File: config.mk
export PLATFORM = sky130hd
export DESIGN_NAME = axis_rr_arbiter
export DESIGN_NICKNAME = d
export VERILOG_FILES = /design/src/rtl/axis_rr_arbiter.sv
export SDC_FILE = /design/constraint.sdc
export NUM_CORES = 1
export LEC_CHECK = 0
export BUFFER_PORTS_ARGS = -buffer_cell sky130_fd_sc_hd__buf_4
export CORE_UTILIZATION = 36
export CTS_CLUSTER_DIAMETER = 200
export CTS_CLUSTER_SIZE = 14
export DETAILED_ROUTE_END_ITERATION = 8
export PLACE_DENSITY_LB_ADDON = 0.25
export SLEW_MARGIN = 10
export SYNTH_ARGS = -nofsm -noshare
export SYNTH_HDL_FRONTEND = slang
export SYNTH_SLANG_ARGS = --single-unit
File: constraint.sdc
create_clock -name clk_i -period 1.95 [get_ports clk_i]
set_clock_uncertainty 0.2 [all_clocks]
set_input_delay 0.0975 -clock clk_i [delete_from_list [all_inputs] [get_ports clk_i]]
set_output_delay 0.0975 -clock clk_i [all_outputs]
set_load 0.03 [all_outputs]
File: src/rtl/axis_rr_arbiter.sv
// Packet-granular round-robin arbiter: NUM_PORTS AXI Stream sources share one sink.
// A grant is held until the granted source's tlast beat is accepted; every output beat carries its source index.
module axis_rr_arbiter #(
   parameter  int NUM_PORTS   = 4,
   parameter  int DATA_WIDTH  = 8,
   parameter  int TUSER_WIDTH = 1,
   localparam int ID_WIDTH    = $clog2(NUM_PORTS)
) (
   input  logic                             clk_i,
   input  logic                             arstn_i,
   input  logic [NUM_PORTS*DATA_WIDTH-1:0]  s_axis_tdata_i,
   input  logic [NUM_PORTS-1:0]             s_axis_tvalid_i,
   input  logic [NUM_PORTS-1:0]             s_axis_tlast_i,
   input  logic [NUM_PORTS*TUSER_WIDTH-1:0] s_axis_tuser_i,
   output logic [NUM_PORTS-1:0]             s_axis_tready_o,
   input  logic                             m_axis_tready_i,
   output logic [DATA_WIDTH-1:0]            m_axis_tdata_o,
   output logic                             m_axis_tvalid_o,
   output logic                             m_axis_tlast_o,
   output logic [TUSER_WIDTH-1:0]           m_axis_tuser_o,
   output logic [ID_WIDTH-1:0]              m_axis_tid_o,
   output logic                             busy_o
);

   typedef enum logic {ST_IDLE, ST_BUSY} state_t;

   state_t              r_state;
   logic [ID_WIDTH-1:0] r_grant;
   logic [ID_WIDTH-1:0] r_last;

   logic                w_found;
   logic [ID_WIDTH-1:0] w_winner;
   logic [ID_WIDTH-1:0] w_cand;
   logic                w_release;

   // Round-robin search starting one past the previous winner, wrapping modulo NUM_PORTS.
   always_comb begin
      w_found  = 1'b0;
      w_winner = '0;
      w_cand   = '0;
      for (int k = 1; k <= NUM_PORTS; k++) begin
         w_cand = ID_WIDTH'((int'(r_last) + k) % NUM_PORTS);
         if (!w_found && s_axis_tvalid_i[w_cand]) begin
            w_found  = 1'b1;
            w_winner = w_cand;
         end
      end
   end

   // Handshake: a beat moves on a rising edge where valid and ready are both high; the
   // sink's ready is routed only to the granted source, all other sources see ready low.
   always_comb begin
      m_axis_tvalid_o = 1'b0;
      m_axis_tdata_o  = '0;
      m_axis_tuser_o  = '0;
      m_axis_tlast_o  = 1'b0;
      m_axis_tid_o    = '0;
      s_axis_tready_o = '0;
      if (r_state == ST_BUSY) begin
         m_axis_tvalid_o          = s_axis_tvalid_i[r_grant];
         m_axis_tdata_o           = s_axis_tdata_i[r_grant*DATA_WIDTH +: DATA_WIDTH];
         m_axis_tuser_o           = s_axis_tuser_i[r_grant*TUSER_WIDTH +: TUSER_WIDTH];
         m_axis_tlast_o           = s_axis_tlast_i[r_grant];
         m_axis_tid_o             = r_grant;
         s_axis_tready_o[r_grant] = m_axis_tready_i;
      end
   end

   assign w_release = m_axis_tvalid_o & m_axis_tready_i & m_axis_tlast_o;
   assign busy_o    = (r_state == ST_BUSY);

   always_ff @(posedge clk_i or negedge arstn_i) begin
      if (!arstn_i) begin
         r_state <= ST_IDLE;
         r_grant <= '0;
         r_last  <= ID_WIDTH'(NUM_PORTS - 1);
      end else begin
         case (r_state)
            ST_IDLE: begin
               if (w_found) begin
                  r_grant <= w_winner;
                  r_last  <= w_winner;
                  r_state <= ST_BUSY;
               end
            end
            ST_BUSY: begin
               if (w_release) r_state <= ST_IDLE;
            end
            default: r_state <= ST_IDLE;
         endcase
      end
   end

endmodule
==> results.yml, run 1 <==
global_route:
  overflow: 0
  antenna_found_initial: 0
  grt_util_all_layers: 0.180
  grt_pass1_wl_um: 2750
  grt_max_degree: 23
  grt_pass1_vias: 690
yosys:
  synth_top_flop_cell: "dfrtp_1"
  synthDistinctLibCells: 29
  synth_edf_count: 0
  yosysWarnings: 0
  synth_fp_nets: 109
  syn_inst: 62
  ys_ff_latch: 5
  synthAdderAreaFrac: 0
  synth_seq_area_share: 0.185
  syn-cell-area_sq_um: 688
  syn_area_per_cell_sq_um: 11.1
  muxShareOfSynthArea: 0.396
  synth_simple_gate_area_frac: 0.215
  synthXorXnorAreaFrac: 0
  async_reset_ff_frac: 1.00
  synth_compound_area_frac: 0.124
  synth_top_family_by_area: "multiplexers"
final_layout:
  insertedDiodeCount: 0
  final_net_count: 180
  areaGrowthSynthToFinish_pct: 85.1
  final_area_sq_mm: 0.00127
  finalNonFillerCells: 157
  final_core_util: 0.722
  drive_gt1_frac: 0.674
setup_path:
  startpoint_type: "flop"
  crit_chain: "buf_2 > mux4_2 > and2_1 > buf_4"
  crit_required_ps: 1650
  crit_start: "r_grant[0]"
  r2r_start: "r_grant[0]"
  endpoint_kind: "output port"
  crit_type: "flop to output port"
  crit_buf_inv: 2
  critPathMaxFanout: 5
  crit_arrival_ps: 1600
  crit_path_max_incr_delay_ps: 480
  cp_slowest_cell: "mux4_2"
  cp_top_family: "multiplexers"
timing:
  hold_violations: 0
  min_period_ps: 1900
  slew_viol_final: 0
  worst_pin_slew_ps: 568
  rsz0062_at_grt: "yes"
  setup_ws_ps: 49.9
  finalCritPeriodShare: 0.974
  setup_viol: 0
  whs_ps: 43.8
  max_freq_mhz: 526
  fin_tns_setup_ps: 0
  relSlewSlack: 0.618
route:
  dr.pass1.iters: 4
  drt-total-wl_um: 2000
  final_antenna_net_count: 0
  via_per_inst: 5.06
  drc: 0
  wl_per_cell_um: 12.8
  num_vias: 795
  drt_iter0_drc: 8
clock_tree:
  htreeDepth: 1
  clkTransAtPathRegs_ps: 40
  clk_latency_ps: 230
  cts_root_buf: "clkbuf_4"
  cts_tree: "built"
  numCtsBuffers: 3
  clockBufferDepth: 2
  cts.sink_count: 5
die:
  rows: 15
  die_w_um: 45.7
  chipHeight_um: 45.7
  dieArea_sq_mm: 0.00209
  core_area_sq_mm: 0.00176
  io_pins: 65
  start_util: 0.390
placed_design:
  gp_congestion: 0.750
  portBuffers: 64
  dp_slack_ps: 218
  place_area_sq_mm: 0.00117
  dp_hpwl_um: 1510
  dp_cells: 147
hold_path:
  min_from: "s_axis_tvalid_i[0]"
  min_path_type: "input pin to flop"
pwr:
  power_density_mw_per_mm2: 1520
  ir_drop_mv: 0.865
  p_leak_nw: 0.602
  total_power_mw: 1.93
flow_run:
  maxCapViolCount: 0
outcome:
  status: "complete, no violations"
## cell families after synthesis
group,after synthesis
mux,12
simple gates,26
buf+inv,8
compound gates,11
flops,5
## per-layer routing
metal / wire length (um) / GRT usage / vias to the layer above
li1: - / - / 380
met1: 806 / 0.211 / 374
met2: 997 / 0.331 / 41
met3: 198 / 0.0476 / 0
met4: 0 / 0.0294 / 0
met5: 0 / 0 / -
## layout by cell type (no fill, tap or decap), types with 3 or more instances in the layout
cell,count
buf_4,57
mux4_2,11
and2_1,11
buf_6,11
nor2_1,3
clkbuf_4,3
dlygate4sd3_1,3
## repair_timing
item	4_1_cts	5_1_grt
gates resized for setup	2	15
setup buffers	0	2
cloned	0	1
endpoints found under the hold margin	6	0
endpoints found under the setup margin	11	7
hold buffers	3	0
## registers in the layout, summed over array words and instances (netlist names)
| register | cells |
|---|---|
| busy_o | 1 |
| r_grant | 2 |
| r_last | 2 |
## layout make-up
| type | instances | area (sq um) |
|---|---|---|
| repair buffers | 72 | 587 |
| multi-input cells | 49 | 493 |
| fillers | 146 | 490 |
| flip-flops and latches | 5 | 129 |
| well taps | 25 | 31.3 |
| clock buffers | 4 | 26.3 |
| inverters | 2 | 7.51 |
## cell usage after synthesis (all sizes together), types with 2 or more instances
cell / instances / area (sq um)
nand2: 2 / 7.51
buf: 3 / 36.3
dfstp: 2 / 52.6
nor2: 3 / 11.3
clkbuf: 3 / 11.3
dfrtp: 3 / 75.1
nand2b: 2 / 12.5
nor3: 2 / 10.0
and2: 13 / 82.6
inv: 2 / 7.51
mux4: 11 / 263
o21a: 2 / 15.0
a21o: 2 / 15.0
## path summary, 6_finish.rpt
kind / end / slack (ps) / cells after the start
worst max-delay path: m_axis_tdata_o[3] / 50 / 4
worst min-delay path: r_last[0] / 40 / 3
worst max register to register: busy_o / 260 / 4
worst min register to register: r_last[1] / 350 / 1
max in group asynchronous: r_grant[1] / 810 / 3
min in group asynchronous: r_last[1] / 150 / 2
## power breakdown
part / internal [mW] / total (mW) / switching (mW)
sequential: 0.169 / 0.296 / 0.127
clock: 0.0770 / 0.113 / 0.0364
combinational: 0.808 / 1.52 / 0.716
## worst min-delay path, delay by kind of cell
family | cells | cell delay [ps]
AO/OA/AOI/OAI | 2 | 280
buffers and inverters | 1 | 100
No activity file was read; power rests on OpenSTA's default activity.
==> inputs of run 2 (changes only) <==
--- a/config.mk
+++ b/config.mk
@@ -6,7 +6,7 @@
 export NUM_CORES = 1
 export LEC_CHECK = 0
 export BUFFER_PORTS_ARGS = -buffer_cell sky130_fd_sc_hd__buf_4
-export CORE_UTILIZATION = 36
+export CORE_UTILIZATION = 24
 export CTS_CLUSTER_DIAMETER = 200
 export CTS_CLUSTER_SIZE = 14
 export DETAILED_ROUTE_END_ITERATION = 8
==> run 2 against run 1 <==
Sequential power up 2%. Via count up 1.5%. Global-route usage down 4.0 points. Register-to-register slack better by 20 ps. Core utilization down 25 points. Critical path type unchanged. Critical endpoint is now m_axis_tlast_o. Largest cell class unchanged.
==> results.yml, run 2 (synthesis gave the netlist of run 1 again) <==
outcome:
  status: "complete, no violations"
timing:
  slew_viol_final: 0
  setup_viol: 0
  finalCritPeriodShare: 0.971
  setup_ws_ps: 56.0
  relSlewSlack: 0.598
  hold_violations: 0
  rsz0062_at_grt: "yes"
  whs_ps: 44.1
  max_freq_mhz: 528
  min_period_ps: 1890
  worst_pin_slew_ps: 603
setup_path:
  cp_top_family: "multiplexers"
  crit_path_max_incr_delay_ps: 500
  endpoint_kind: "output port"
  r2r_start: "r_grant[0]"
  crit_type: "flop to output port"
  crit_arrival_ps: 1600
  crit_chain: "buf_6 > mux4_2 > and2_1 > buf_4"
  crit_required_ps: 1650
  r2r_slack_ps: 280
  critPathMaxFanout: 4
  startpoint_type: "flop"
  crit_start: "r_grant[0]"
  crit_buf_inv: 2
  cp_slowest_cell: "mux4_2"
clock_tree:
  clkTransAtPathRegs_ps: 40
  numCtsBuffers: 3
  cts_tree: "built"
  htreeDepth: 1
  cts.sink_count: 5
  clockBufferDepth: 2
  cts_root_buf: "clkbuf_4"
  clk_latency_ps: 240
final_layout:
  insertedDiodeCount: 0
  final_cell_mix: "60 x buf_4, 11 x mux4_2, 10 x buf_6"
  final_area_sq_mm: 0.00129
  nFillCells: 268
  final_net_count: 181
  drive_gt1_frac: 0.699
  areaGrowthSynthToFinish_pct: 88.0
  finalNonFillerCells: 164
  final_common_cell: "buf_4"
route:
  num_vias: 807
  final_antenna_net_count: 0
  drt_iter0_drc: 50
  drc: 0
  wl_per_cell_um: 13.3
  drt-total-wl_um: 2180
  dr.pass1.iters: 4
  via_per_inst: 4.92
die:
  die_w_um: 55.5
  dieArea_sq_mm: 0.00309
  start_util: 0.252
  rows: 19
  io_pins: 65
  chipHeight_um: 55.5
  core_area_sq_mm: 0.00273
flow_run:
  maxCapViolCount: 0
placed_design:
  dp_cells: 154
  dp_slack_ps: 209
  portBuffers: 64
  place_area_sq_mm: 0.00118
  gp_congestion: 0.752
  dp_hpwl_um: 1700
hold_path:
  min_from: "s_axis_tvalid_i[0]"
  min_path_type: "input pin to flop"
global_route:
  grt_max_degree: 23
  overflow: 0
  antenna_found_initial: 0
  grt_pass1_vias: 773
  grt_pass1_wl_um: 3470
  grt_util_all_layers: 0.140
pwr:
  power_density_mw_per_mm2: 1520
  p_leak_nw: 0.610
  ir_drop_mv: 0.913
==> run 2: changes by cell type in the layout (fill, tap and decap cells not counted) <==
cell,change
buf_4,+3
buf_2,-1
and2_1,-2
dfrtp_1,-1
buf_6,-1
and2_4,+2
dfrtp_2,+1
==> run 2: routing by layer <==
layer  track usage  wire length (um)  up-vias  part of all wire
met3        0.0609               274        0              0.13
met4        0.0107                 0        0                 0
met5             0                 0        -                 0
li1              -                 -      380                 -
met1         0.172               900      374              0.41
met2         0.236              1000       53              0.46
==> run 2: path summary, 6_finish.rpt <==
path	endpoint	cells past startpoint
min in group asynchronous	r_last[1]	2
hold reg to reg	r_last[1]	1
max in group asynchronous	r_grant[0]	3
setup / recovery	m_axis_tlast_o	4
setup reg to reg	busy_o	4
hold / removal	r_last[0]	3
==> run 2: worst register-to-register path: stages, from the launching register on <==
cell and delay, ps:
dfrtp_2 400, buf_6 130, mux4_2 500, buf_4 150, a41oi_1 210
==> run 2: timing repair <==
action                                  4_1_cts  5_1_grt
hold endpoints to repair                      6        0
endpoints found under the setup margin       10       11
gates cloned                                  1        0
resized for setup                             5       15
hold buffers                                  3        0
setup buffers                                 0        2
==> run 2: report_power, final <==
part | leakage (nW) | switching, mW | internal (mW)
clock | 0.0150 | 0.0395 | 0.0772
sequential | 0.0518 | 0.131 | 0.171
combinational | 0.543 | 0.717 | 0.835
total | 0.610 | 0.887 | 1.08
==> run 2: metrics by stage <==
stage | power (mW) | util | TNS [ps]
floorplan | 1.25 | - | 0
global placement | 1.65 | 0.432 | 0
detailed placement | 1.67 | 0.432 | 0
CTS | 1.83 | 0.455 | -23.3
global route | 2.09 | 0.473 | -7.08
finish | 1.97 | 0.473 | 0
==> run 2: area by class of cell <==
type	instances	area (sq um)	area share
Inverter	2	7.51	0.00580
Sequential cell	5	130	0.101
Timing Repair Buffer	73	593	0.458
Clock buffer	4	26.3	0.0203
Multi-Input combinational cell	49	498	0.385
Tap cell	31	38.8	0.0300
==> inputs of run 3 (changes only) <==
--- a/config.mk
+++ b/config.mk
@@ -5,13 +5,15 @@
 export SDC_FILE = /design/constraint.sdc
 export NUM_CORES = 1
 export LEC_CHECK = 0
-export BUFFER_PORTS_ARGS = -buffer_cell sky130_fd_sc_hd__buf_4
+export ABC_AREA = 1
 export CORE_UTILIZATION = 24
 export CTS_CLUSTER_DIAMETER = 200
 export CTS_CLUSTER_SIZE = 14
 export DETAILED_ROUTE_END_ITERATION = 8
+export DONT_BUFFER_PORTS = 1
 export PLACE_DENSITY_LB_ADDON = 0.25
 export SLEW_MARGIN = 10
 export SYNTH_ARGS = -nofsm -noshare
 export SYNTH_HDL_FRONTEND = slang
 export SYNTH_SLANG_ARGS = --single-unit
+export TNS_END_PERCENT = 100
==> run 3 against run 2 <==
Sequential share of layout area increased by 2.4 points. Sequential cell count unchanged. Clock-buffer cell count unchanged. Clock power increased by 3%. Non-clock buffer count decreased by 51. Register-to-register slack got worse by 120 ps. Fmax increased by 4.5%. First-iteration DRC count decreased by 64%. Total power increased by 15%. Cell count increased by 28%. Cell area decreased by 19%.
==> results.yml, run 3 <==
outcome:
  status: "complete, no violations"
die:
  core_area_sq_mm: 0.00313
  io_pins: 65
  chipHeight_um: 60.3
  dieArea_sq_mm: 0.00363
  rows: 20
  die_w_um: 60.3
  start_util: 0.260
yosys:
  syn_inst: 146
  synthDistinctLibCells: 21
  synthTopCellsByArea: "nand2_1 29%, dfrtp_1 9.2%, a22oi_1 8.3%, a31oi_1 6.9%, dfstp_2 6.5%"
  synth_most_common_cell: "nand2_1"
  yosysTopAreaCell: "nand2_1"
  syn-cell-area_sq_um: 815
  async_reset_ff_frac: 1.00
  synth_edf_count: 0
  ys_ff_latch: 5
  synth_seq_area_share: 0.157
  synth_top_flop_cell: "dfrtp_1"
  yosysWarnings: 0
  synth_fp_nets: 193
  synth_top_area_share: 0.290
  syn_area_per_cell_sq_um: 5.58
  synth_commonest_cells: "63 x nand2_1, 13 x inv_1, 9 x a22oi_1, 9 x a31oi_1, 8 x nor2_1"
route:
  via_per_inst: 4.89
  final_antenna_net_count: 0
  wl_per_cell_um: 12.2
  drt-total-wl_um: 2550
  drc: 0
  num_vias: 1026
  dr.pass1.iters: 4
  drt_iter0_drc: 18
timing:
  setup_viol: 0
  rsz0062_at_grt: "yes"
  max_freq_mhz: 552
  min_period_ps: 1810
  setup_ws_ps: 137
  worst_pin_slew_ps: 454
  relSlewSlack: 0.697
  hold_violations: 0
  whs_ps: 12.0
  slew_viol_final: 0
  finalCritPeriodShare: 0.930
setup_path:
  critPathMaxFanout: 11
  crit_required_ps: 1650
  r2r_slack_ps: 160
  r2r_cells: 11
  crit_arrival_ps: 1520
  startpoint_type: "flop"
  r2r_start: "r_last[0]"
  endpoint_kind: "output port"
  crit_type: "flop to output port"
  r2r_end: "r_grant[1]"
flow_run:
  maxCapViolCount: 0
placed_design:
  dp_slack_ps: 171
  portBuffers: 0
  dp_cells: 203
  dp_hpwl_um: 2160
  gp_congestion: 0.895
clock_tree:
  clockBufferDepth: 2
  cts_root_buf: "clkbuf_4"
  post_cts_buffers: 0
  cts.sink_count: 5
  clkTransAtPathRegs_ps: 40
  numCtsBuffers: 3
  cts_tree: "built"
  clk_latency_ps: 240
  htreeDepth: 1
hold_path:
  min_to: "busy_o"
  min_from: "s_axis_tlast_i[2]"
  min_path_type: "input pin to flop"
  min_delay_path_depth: 5
final_layout:
  final_net_count: 214
  final_cell_mix: "62 x nand2_1, 18 x buf_4, 12 x inv_1"
  finalNonFillerCells: 210
  areaGrowthSynthToFinish_pct: 28.6
  final_common_cell: "nand2_1"
  insertedDiodeCount: 0
  drive_gt1_frac: 0.277
  final_core_util: 0.335
pwr:
  power_density_mw_per_mm2: 2170
  total_power_mw: 2.27
  ir_drop_mv: 0.641
  p_leak_nw: 0.532
global_route:
  grt_max_degree: 14
  antenna_found_initial: 0
  overflow: 0
  grt_util_all_layers: 0.133
  grt_pass1_vias: 905
  grt_pass1_wl_um: 3580
==> run 3: power by group <==
| group | switching (mW) | internal (mW) |
|---|---|---|
| sequential | 0.0953 | 0.177 |
| combinational | 1.23 | 0.648 |
| clock | 0.0431 | 0.0774 |
==> run 3: through the flow <==
step                      TNS, ps  instance area (sq um)
after detailed placement        0                    977
after global routing        -11.5                   1050
after global placement          0                    977
after CTS                       0                   1030
after floorplan                 0                    815
final                           0                   1050
==> run 3: worst max-delay path by stage <==
stage / end / from / cells past startpoint / slack (ps)
3_5_place_dp: r_grant[1] / r_last[0] / 11 / 170
3_3_place_gp: r_grant[0] / r_last[0] / 9 / 230
4_1_cts: m_axis_tdata_o[3] / r_grant[1] / 6 / 30
6_report: m_axis_tvalid_o / r_grant[1] / 7 / 140
2_1_floorplan: m_axis_tdata_o[0] / busy_o / 3 / 180
5_1_grt: m_axis_tvalid_o / r_grant[1] / 7 / -10
==> run 3: kinds of logic (layout without fill, tap and decap cells) <==
| family | after synthesis | count (layout) | synth area share |
|---|---|---|---|
| flip-flops | 5 | 5 | 0.157 |
| AO/OA/AOI/OAI | 22 | 22 | 0.181 |
| buffers and inverters | 24 | 44 | 0.129 |
| AND/OR/NAND/NOR | 95 | 95 | 0.533 |
==> run 3: repair_timing <==
action,CTS,global route
hold buffers,3,0
hold endpoints to repair,6,0
gates resized for setup,0,7
setup endpoints to repair,0,11
==> run 3: final cells by class <==
class                   instances  area [sq um]
repair buffers                 22           176
flip-flops and latches          5           130
fillers                       356          2080
inverters                      18          72.6
well taps                      44          55.1
multi-input cells             117           587
clock buffers                   4          26.3
==> run 3: worst max-delay path: stages, from the launching register on <==
cell	delay, ps
dfrtp_2	450
nor2_1	140
buf_6	160
nand2_1	60
o2111ai_1	130
inv_1	70
nor2_1	90
buf_4	170
==> run 3: metal layers <==
layer	GRT usage	vias up	share of wire	wire [um]
met5	0	-	0	0
met1	0.119	451	0.36	929
met4	0.0532	0	0.0090	23
li1	-	515	-	-
met3	0.0346	4	0.12	302
met2	0.272	56	0.51	1300
